`src/rtl/stim_player_pkg.sv`:
```
// Shared constants, opcode field layout and playback state encoding for the
// stimulus player.
package stim_player_pkg;

    localparam int DEPTH     = 64;
    localparam int OPW       = 6;
    localparam int AW        = 6;
    localparam int LENW      = 7;
    localparam int PLW       = 16;

    localparam int OBS_BIT   = 5;
    localparam int K_MSB     = 4;
    localparam int K_LSB     = 1;
    localparam int START_BIT = 0;

    typedef enum logic [1:0] {
        ST_IDLE  = 2'd0,
        ST_PLAY  = 2'd1,
        ST_PAUSE = 2'd2
    } state_t;

    function automatic logic [PLW-1:0] sat_inc(input logic [PLW-1:0] v);
        return (v == {PLW{1'b1}}) ? v : v + PLW'(1);
    endfunction

endpackage

```
`src/rtl/stim_player_if.sv`:
```
// Load/control/observe bundle between the stimulus player and its driver.
interface stim_player_if;
    import stim_player_pkg::*;

    logic                   load_en;
    logic [AW-1:0]          load_addr;
    logic [OPW-1:0]         load_data;
    logic [LENW-1:0]        length;
    logic                   run;
    logic                   stop;
    logic                   hold;
    logic                   loop_en;

    logic                   obs;
    logic [K_MSB-K_LSB:0]   k;
    logic                   start;
    logic [AW-1:0]          pc;
    logic                   busy;
    logic                   done;
    logic [PLW-1:0]         played;

    modport master (
        output load_en, load_addr, load_data, length, run, stop, hold, loop_en,
        input  obs, k, start, pc, busy, done, played
    );

    modport slave (
        input  load_en, load_addr, load_data, length, run, stop, hold, loop_en,
        output obs, k, start, pc, busy, done, played
    );

endinterface

```
`src/rtl/stim_player_ram.sv`:
```
// Opcode store: one write port, registered read that holds its value while
// no read is requested.
module stim_ram #(
    parameter int DEPTH = 64,
    parameter int OPW   = 6,
    parameter int AW    = 6
) (
    input  logic           i_clk,
    input  logic           i_we,
    input  logic [AW-1:0]  i_waddr,
    input  logic [OPW-1:0] i_wdata,
    input  logic           i_re,
    input  logic [AW-1:0]  i_raddr,
    output logic [OPW-1:0] o_rdata
);

    logic [OPW-1:0] r_mem [DEPTH];
    logic [OPW-1:0] r_rdata_p1;

    always_ff @(posedge i_clk) begin
        if (i_we)
            r_mem[i_waddr] <= i_wdata;
        if (i_re)
            r_rdata_p1 <= r_mem[i_raddr];
    end

    assign o_rdata = r_rdata_p1;

endmodule

```
`src/rtl/stim_player.sv`:
```
// Plays a loaded opcode list onto obs/k/start one entry per cycle, with
// pause, abort and wrap-around looping.
module stim_player #(
    parameter int DEPTH = stim_player_pkg::DEPTH,
    parameter int OPW   = stim_player_pkg::OPW
) (
    input  logic          clock,
    input  logic          reset,
    stim_player_if.slave  bus
);
    import stim_player_pkg::*;

    localparam logic [LENW-1:0] DEPTH_L = LENW'(DEPTH);

    state_t          r_state;
    state_t          w_next;
    logic [LENW-1:0] r_len;
    logic [AW-1:0]   r_pc;
    logic            r_vld_p1;
    logic [PLW-1:0]  r_played;
    logic            r_done;

    logic [OPW-1:0]  w_rdata_p1;
    logic [LENW-1:0] w_len_clamp;
    logic            w_active;
    logic            w_last;
    logic            w_start_run;
    logic            w_finish;
    logic            w_fetch;
    logic            w_we;
    logic [AW-1:0]   w_raddr;

    always_ff @(posedge clock or negedge reset) begin
        if (!reset)
            r_state <= ST_IDLE;
        else
            r_state <= w_next;
    end

    always_comb begin
        w_next = r_state;
        case (r_state)
            ST_IDLE: begin
                if (w_start_run)
                    w_next = ST_PLAY;
            end
            ST_PLAY, ST_PAUSE: begin
                if (bus.stop)
                    w_next = ST_IDLE;
                else if (bus.hold)
                    w_next = ST_PAUSE;
                else if (w_finish)
                    w_next = ST_IDLE;
                else
                    w_next = ST_PLAY;
            end
            default: w_next = ST_IDLE;
        endcase
    end

    // The address fetched is the entry shown after the next edge; before the
    // first entry is visible it is always entry 0.
    always_comb begin
        w_active    = (r_state != ST_IDLE);
        w_last      = r_vld_p1 && (LENW'(r_pc) == r_len - LENW'(1));
        w_len_clamp = (bus.length > DEPTH_L) ? DEPTH_L : bus.length;
        w_start_run = 1'b0;
        w_finish    = 1'b0;
        w_fetch     = 1'b0;
        w_raddr     = '0;
        w_we        = bus.load_en && !w_active;
        if (!w_active) begin
            w_start_run = bus.run && (bus.length != '0);
        end else if (!bus.stop && !bus.hold) begin
            if (w_last && !bus.loop_en) begin
                w_finish = 1'b1;
            end else begin
                w_fetch = 1'b1;
                if (r_vld_p1 && !w_last)
                    w_raddr = r_pc + AW'(1);
            end
        end
    end

    always_ff @(posedge clock or negedge reset) begin
        if (!reset) begin
            r_len    <= '0;
            r_pc     <= '0;
            r_vld_p1 <= 1'b0;
            r_played <= '0;
            r_done   <= 1'b0;
        end else begin
            r_done <= w_finish;
            if (w_start_run) begin
                r_len    <= w_len_clamp;
                r_played <= '0;
                r_pc     <= '0;
            end
            if (w_fetch) begin
                r_pc     <= w_raddr;
                r_vld_p1 <= 1'b1;
                r_played <= sat_inc(r_played);
            end else if (w_finish || (w_active && bus.stop)) begin
                r_pc     <= '0;
                r_vld_p1 <= 1'b0;
            end
        end
    end

    stim_ram #(
        .DEPTH (DEPTH),
        .OPW   (OPW),
        .AW    (AW)
    ) u_ram (
        .i_clk   (clock),
        .i_we    (w_we),
        .i_waddr (bus.load_addr),
        .i_wdata (bus.load_data),
        .i_re    (w_fetch),
        .i_raddr (w_raddr),
        .o_rdata (w_rdata_p1)
    );

    assign bus.obs    = r_vld_p1 & w_rdata_p1[OBS_BIT];
    assign bus.k      = r_vld_p1 ? w_rdata_p1[K_MSB:K_LSB] : '0;
    assign bus.start  = r_vld_p1 & w_rdata_p1[START_BIT];
    assign bus.pc     = r_pc;
    assign bus.busy   = w_active;
    assign bus.done   = r_done;
    assign bus.played = r_played;

endmodule

```
`src/flat_wrapper.sv`:
```
// flat-port wrapper written by rule: the top's interface ports become plain ports
module stim_player_flat import stim_player_pkg::*;
#(
    parameter int DEPTH = stim_player_pkg::DEPTH,
    parameter int OPW   = stim_player_pkg::OPW
)
  (clock, reset, bus_load_en, bus_load_addr, bus_load_data, bus_length, bus_run, bus_stop, bus_hold, bus_loop_en, bus_obs, bus_k, bus_start, bus_pc, bus_busy, bus_done, bus_played);
  stim_player_if bus_i ();
  input  logic clock;
  input  logic reset;
  input wire logic [$bits(bus_i.load_en)-1:0] bus_load_en;
  input wire logic [$bits(bus_i.load_addr)-1:0] bus_load_addr;
  input wire logic [$bits(bus_i.load_data)-1:0] bus_load_data;
  input wire logic [$bits(bus_i.length)-1:0] bus_length;
  input wire logic [$bits(bus_i.run)-1:0] bus_run;
  input wire logic [$bits(bus_i.stop)-1:0] bus_stop;
  input wire logic [$bits(bus_i.hold)-1:0] bus_hold;
  input wire logic [$bits(bus_i.loop_en)-1:0] bus_loop_en;
  output wire logic [$bits(bus_i.obs)-1:0] bus_obs;
  output wire logic [$bits(bus_i.k)-1:0] bus_k;
  output wire logic [$bits(bus_i.start)-1:0] bus_start;
  output wire logic [$bits(bus_i.pc)-1:0] bus_pc;
  output wire logic [$bits(bus_i.busy)-1:0] bus_busy;
  output wire logic [$bits(bus_i.done)-1:0] bus_done;
  output wire logic [$bits(bus_i.played)-1:0] bus_played;
  assign bus_i.load_en = bus_load_en;
  assign bus_i.load_addr = bus_load_addr;
  assign bus_i.load_data = bus_load_data;
  assign bus_i.length = bus_length;
  assign bus_i.run = bus_run;
  assign bus_i.stop = bus_stop;
  assign bus_i.hold = bus_hold;
  assign bus_i.loop_en = bus_loop_en;
  assign bus_obs = bus_i.obs;
  assign bus_k = bus_i.k;
  assign bus_start = bus_i.start;
  assign bus_pc = bus_i.pc;
  assign bus_busy = bus_i.busy;
  assign bus_done = bus_i.done;
  assign bus_played = bus_i.played;
  stim_player #(.DEPTH(DEPTH), .OPW(OPW)) u_core (.clock(clock), .reset(reset), .bus(bus_i));
endmodule
```
`config.mk`:
```
export PLATFORM = sky130hd
export DESIGN_NAME = stim_player_flat
export DESIGN_NICKNAME = d
export VERILOG_FILES = /design/src/rtl/stim_player_pkg.sv /design/src/rtl/stim_player_if.sv /design/src/rtl/stim_player_ram.sv /design/src/rtl/stim_player.sv /design/src/flat_wrapper.sv
export SDC_FILE = /design/constraint.sdc
export NUM_CORES = 1
export LEC_CHECK = 0
export ABC_AREA = 1
export CORE_UTILIZATION = 60
export CTS_BUF_LIST = sky130_fd_sc_hd__clkbuf_8 sky130_fd_sc_hd__clkbuf_16
export DETAILED_ROUTE_END_ITERATION = 10
export DONT_BUFFER_PORTS = 1
export PLACE_DENSITY = 0.84
export SYNTH_ARGS = -nofsm -noshare
export SYNTH_HDL_FRONTEND = slang
export SYNTH_SLANG_ARGS = --single-unit
```
`constraint.sdc`:
```
create_clock -name clock -period 3 [get_ports clock]
set_input_delay 0.15 -clock clock [delete_from_list [all_inputs] [get_ports clock]]
set_output_delay 0.15 -clock clock [all_outputs]
set_load 0.03 [all_outputs]
```
[Yosys cells after proc, flatten, opt, wreduce, memory -nomap -nowiden]
Memories as Yosys holds them, arrays and structs flattened. A register that Yosys moved wholly into a read port is not among the register bits.
Cells that the tools add are included.
Word-level totals
  register bits after elaboration: 33
  bits in latches: 0
  bits in writable memories: 384
  ROM bits: 0
  input port bits: 26
  output and inout port bits: 30
  memories: 1
Memory list
  u_core.u_ram.r_mem: words 64, bits a word 6, rd ports 1, clocked after Yosys merged registers in 1, write ports 1, line stim_player_ram.sv:17  | logic [OPW-1:0] r_mem [DEPTH];
Operators by class
  add/subtract/negate cells: 3
  multipliers: 0
  divide/modulo/power cells: 0
  magnitude comparators: 1
  eq/ne operators: 6
  shifts and indexed selects: 0
  mux-type cells: 28
  bitwise operators: 2
  reduce and logical (&&, ||, !) cells: 21
Operators by type and width (count)
  two-way mux 16 bit: 3
  two-way mux 6 bit: 7
  adder 16 x 1 -> 16 bit (second input constant): 1
  equality test 16 bit (second input constant): 1
  two-way mux 1 bit: 12
  equality test 6 x 7 -> 1 bit: 1
  > comparator 7 bit (second input constant): 1
  logical AND 1 bit: 7
  two-way mux 7 bit: 1
  nonzero test 7 bit: 1
  subtractor 7 x 1 -> 7 bit (second input constant): 1
  adder 6 x 1 -> 6 bit (second input constant): 1
  two-way mux 2 bit: 3
  nonzero test 2 bit: 3
  logical NOT 1 bit: 5
  two-way mux 4 bit: 1
  one-hot mux 2 bit (2 select lines): 1
  nonzero test 3 bit: 1
  AND 1 bit: 2
  equality test 2 x 1 -> 1 bit (second input constant): 1
  equality test 2 bit (second input constant): 1
  logical NOT 2 bit: 1
  != test 2 x 1 -> 1 bit (second input constant): 1
  != test 2 bit (second input constant): 1
  3 further kinds: 3

[Longest topological paths before layout]
  word-level depth: 11
  depth in mapped cells: 20

[By module]
From an unflattened synthesis, not the netlist that was laid out.
Second synthesis, totals
  cells, all modules: 1696
  area total of the unflattened synthesis: 18201.2 µm²
Modules (own cells, without submodules)
  stim_ram: instances 1, cells each 1376, area an instance 15990.3 µm²
  stim_player: instances 1, cells each 320, area an instance 2210.9 µm²

[Worst setup path before layout]
No wires, ideal clock.
  kind: reg-to-reg
  start point: register u_core.r_state[0]
  end point: register u_core.u_ram.r_rdata_p1[5], in the netlist u_core.u_ram.o_rdata[5], read port of u_core.u_ram.r_mem, data pin
  setup time: 0.253 ns
  arrival: 2.136 ns
  setup slack: 0.611 ns
  stages on the path, launching flop included: 15
  period minus slack after synthesis: 2.389 ns
  path through: dfrtp_1 inv_1 ha_1 inv_2 nand2_1 nor2_4 buf_2 buf_1 nand4_1 nand2_1 nand3_1 nand3_1 nand3_1 nand3_1 nand2_1
Between the ends
  word-level cells in the longest chain between the ends: 2
  elaborated cells on any way between the ends: 3
RTL lines
  start, declared: line stim_player.sv:15  | state_t r_state;
  start signal, assigned: line stim_player.sv:37  | r_state <= w_next;
  nonzero test 2 bit *: line stim_player.sv:64  | w_active = (r_state != ST_IDLE);
  net bus_busy: line flat_wrapper.sv:23  | output wire logic [$bits(bus_i.busy)-1:0] bus_busy;
  two-way mux 6 bit / two-way mux 1 bit (equally long branches): line stim_player.sv:72  | if (!w_active) begin
  end, declared: line stim_player_ram.sv:18  | logic [OPW-1:0] r_rdata_p1;
Mark *: on every way through the listed nets, which the timed path passes. The rest lies on a longest branch.
A chain may end at the register's enable or synchronous reset.

[Worst setup path after layout]
  start point: register u_core.r_len[0]
  end point: register u_core.u_ram.r_rdata_p1[4], in the netlist u_core.u_ram.o_rdata[4], read port of u_core.u_ram.r_mem, data pin
Between the ends
  word-level cells in the longest chain between the ends: 9
  elaborated cells on any way between the ends: 13
RTL lines
  start, declared: line stim_player.sv:17  | logic [LENW-1:0] r_len;
  start signal, assigned: line stim_player.sv:95  | r_len <= w_len_clamp;
  subtractor 7 x 1 -> 7 bit *: line stim_player.sv:65  | w_last = r_vld_p1 && (LENW'(r_pc) == r_len - LENW'(1));
  equality test 6 x 7 -> 1 bit *: line stim_player.sv:65
  logical AND 1 bit *: line stim_player.sv:65
  logical NOT 1 bit: line stim_player.sv:79  | if (r_vld_p1 && !w_last)
  logical AND 1 bit: line stim_player.sv:79
  two-way mux 6 bit: line stim_player.sv:79
  two-way mux 6 bit: line stim_player.sv:75  | if (w_last && !bus.loop_en) begin
  two-way mux 6 bit: line stim_player.sv:74  | end else if (!bus.stop && !bus.hold) begin
  two-way mux 6 bit: line stim_player.sv:72
Mark *: on every way between the ends. The rest lies on a longest branch, timed or not.

==> metrics <==
status finished, violations left; failing checks negative hold slack; post-synthesis sequential area ratio approximately two thirds; max_slew headroom 59.9%; worst hold stages 1; # rows 65; die area 33,000 µm²; fmax 335 MHz; Vias roughly 15,000; num ports 56; Pwr Total 14.3 mW; commonest non-fill, non-tap cells in the layout edfxtp_1, nand3_1, inv_1; Crit path arrival time 3.29 ns; total CTS buffers 43; vias in the first global route approximately 15,000; Filler Cells Inserted 1,927; final wirelength 53.9 mm; Worst-Margin Slew 0.599 ns; die width 182 µm; Vias/cell 6.31; GRT Util Overall 31.2%; clock-pin slew on the worst setup and hold paths 0.06 ns; die height 182 µm; Fin. Hold Viols 6; core area 31,600 µm²; FF+latch area 12,500 µm²; DRC viols 0; HP Class in2reg; Final Skew 0.0114 ns; WHS -0.00619 ns; element type at the critical path end register; R2R Setup Slk 0.01 ns; Crit path top cell by count nand3_1; Critical-path top delay cell dfrtp_1; Routed WL per cell 22.1 µm; first-pass detailed-route iteration total 7; Cells after Synth 1,900; share of cells above drive strength 1 ~14%; hpwl dp 30.6 mm; global-route wire length before repair 79.1 mm; Max rail drop VDD approximately 0.70 mV; H-tree levels 2; Worst Path Required 3.31 ns; P_leak 9.45 nW; Final min period approximately 3.0 ns; syn_area_per_cell 10.2 µm²; Initial Util around three fifths; clk root buf clkbuf_16; routability cong. 0.902; Synth area leader edfxtp_1; Hold Path Sink u_core.u_ram.r_mem[15][5]; CTS tree yes; top post-synthesis cells by area edfxtp_1, nand3_1, inv_1, nand4_1, dfrtp_1; initial drt markers between 2,000 and 2,500; Area Overhead vs Synth 17.0%; Worst Reg-to-Reg Cells 17; initial antenna violation count 0; CP startpoint kind register; Syn Nets 1,931; kind of cell adding the most delay to the critical path simple AND/OR/NAND/NOR gates; worst flop-to-flop path startpoint u_core.r_len[0]; Placed Cells 2,311; share of the synthesized area in the top cell type about three fifths; Cell Chain, Critical Path inv_2, ha_2, xnor2_1, nor2_1, nand2_1, nor2_4, nand2_8, buf_4, nand3_2, buf_4, clkbuf_16, nand3_1, nand3_1, nand3_1, nand3_1, nand3_1, nand2_1; largest net degree at the start of global routing 73; antenna-violating nets left 0; global route overflow 0; Clock Sinks 423; CP max stage delay 0.42 ns; maximum net fanout on the critical path 18; Placed Area 20,400 µm²; Synth Warn # 0; post-route insts no fill 2,435; post-route cell area 22,700 µm²; port bufs 0; max-slew violations 0; Hold Path Origin bus_load_data[5]; multi-input logic area approximately 5300 µm²; Max clock buf depth 3; Total Nets Final 2,032; Synth Cell Area 19,400 µm²; R2R Path End u_core.u_ram.o_rdata[4]; Synth cell types 30; fin crit share 99.6%; ant diodes 0; clk_lat worst skew 0.55 ns; Seq cells post-synth 423; commonest non-fill, non-tap cell in the layout edfxtp_1; CP Class reg2reg; PwrDens roughly 630 nW/µm²; Final setup viols 0; worst path bufs/invs 4; maxcap violations 0
[how the worst max path moves through the flow]
| stage | startpoint | endpoint | cells after the start |
|---|---|---|---|
| floorplan | u_core.r_state[0] | u_core.u_ram.o_rdata[5] | 14 |
| global placement | u_core.r_len[0] | u_core.u_ram.o_rdata[2] | 16 |
| detailed placement | u_core.r_len[0] | u_core.u_ram.o_rdata[1] | 17 |
| CTS | bus_hold | u_core.u_ram.o_rdata[3] | 14 |
| global route | u_core.r_len[0] | u_core.u_ram.o_rdata[4] | 19 |
| finish | u_core.r_len[0] | u_core.u_ram.o_rdata[4] | 17 |
[where the power goes]
| group | internal [mW] | switching, mW | leakage, nW |
|---|---|---|---|
| Sequential | 6.56 | 0.137 | 3.95 |
| Clock | 3.06 | 2.25 | 0.715 |
| Combinational | 0.744 | 1.56 | 4.78 |
[final cells by class]
class,count,share of cell area (%)
clock inverter,32,1.16
tap,402,2.22
clock buffer,45,4.97
multi-input combinational,1061,23.2
inverter,307,5.11
sequential,423,55.3
timing repair buffer,165,8.06
[worst register-to-register path: stages, from the launching register on]
cell	delay, ns
dfrtp_1	0.42
inv_2	0.08
ha_2	0.28
xnor2_1	0.20
nor2_1	0.09
nand2_1	0.12
nor2_4	0.07
nand2_8	0.10
buf_4	0.16
nand3_2	0.19
buf_4	0.23
clkbuf_16	0.18
nand3_1	0.11
nand3_1	0.18
nand3_1	0.13
nand3_1	0.07
nand3_1	0.09
nand2_1	0.06
[cells in the mapped netlist, drive strengths merged]
master and n:
buf 64, nor4 2, nor3 10, a221oi 1, nand3 344, o21ai 65
xnor2 2, ha 5, edfxtp 390, o31ai 1, or2 36, xor2 6
nor2 222, nand2 209, dfrtp 33, o22ai 3, a21oi 6, inv 307
clkbuf 46, nand4 148
[through the flow]
stage          TNS (ns)  utilization [%]  setup WS [ns]
3_5_place_dp          0             64.6          0.128
3_3_place_gp          0             64.6          0.153
5_1_grt          -0.625             71.7         -0.137
4_1_cts               0             70.2        0.00660
2_1_floorplan         0                -          0.611
6_report              0             71.7         0.0131
[registers in the layout, indices dropped and copies added (netlist names)]
| name | cells |
|---|---|
| u_core.r_state | 2 |
| u_core.bus.done | 1 |
| u_core.r_len | 7 |
| u_core.bus.played | 16 |
| u_core.bus.pc | 6 |
| u_core.u_ram.r_mem | 384 |
| u_core.r_vld_p1 | 1 |
| u_core.u_ram.o_rdata | 6 |
[per-layer routing]
layer  up-vias  global-route usage, %  routed length (µm)
li1       6699                      -                   -
met1      7251                   40.4               18700
met2      1184                   50.8               25700
met3       229                   6.42                6730
met4         0                   14.9                2730
met5         -                      0                   0
[cells by family (layout without fill, tap and decap cells)]
group | Yosys count | in the layout | synth area share (%)
flops | 423 | 423 | 64.7
simple gates | 971 | 972 | 23.9
xor+xnor | 8 | 8 | 0.362
buf+inv | 417 | 549 | 8.63
fa+ha+maj | 5 | 5 | 0.323
compound gates | 76 | 76 | 2.09
[timing repair]
item / in CTS / in global routing
hold endpoints to repair: 429 / 0
hold buffers: 26 / 0
setup endpoints to repair: 0 / 9
gates resized for setup: 0 / 39
buffers inserted: 0 / 12
No activity file was read; power rests on OpenSTA's default activity.
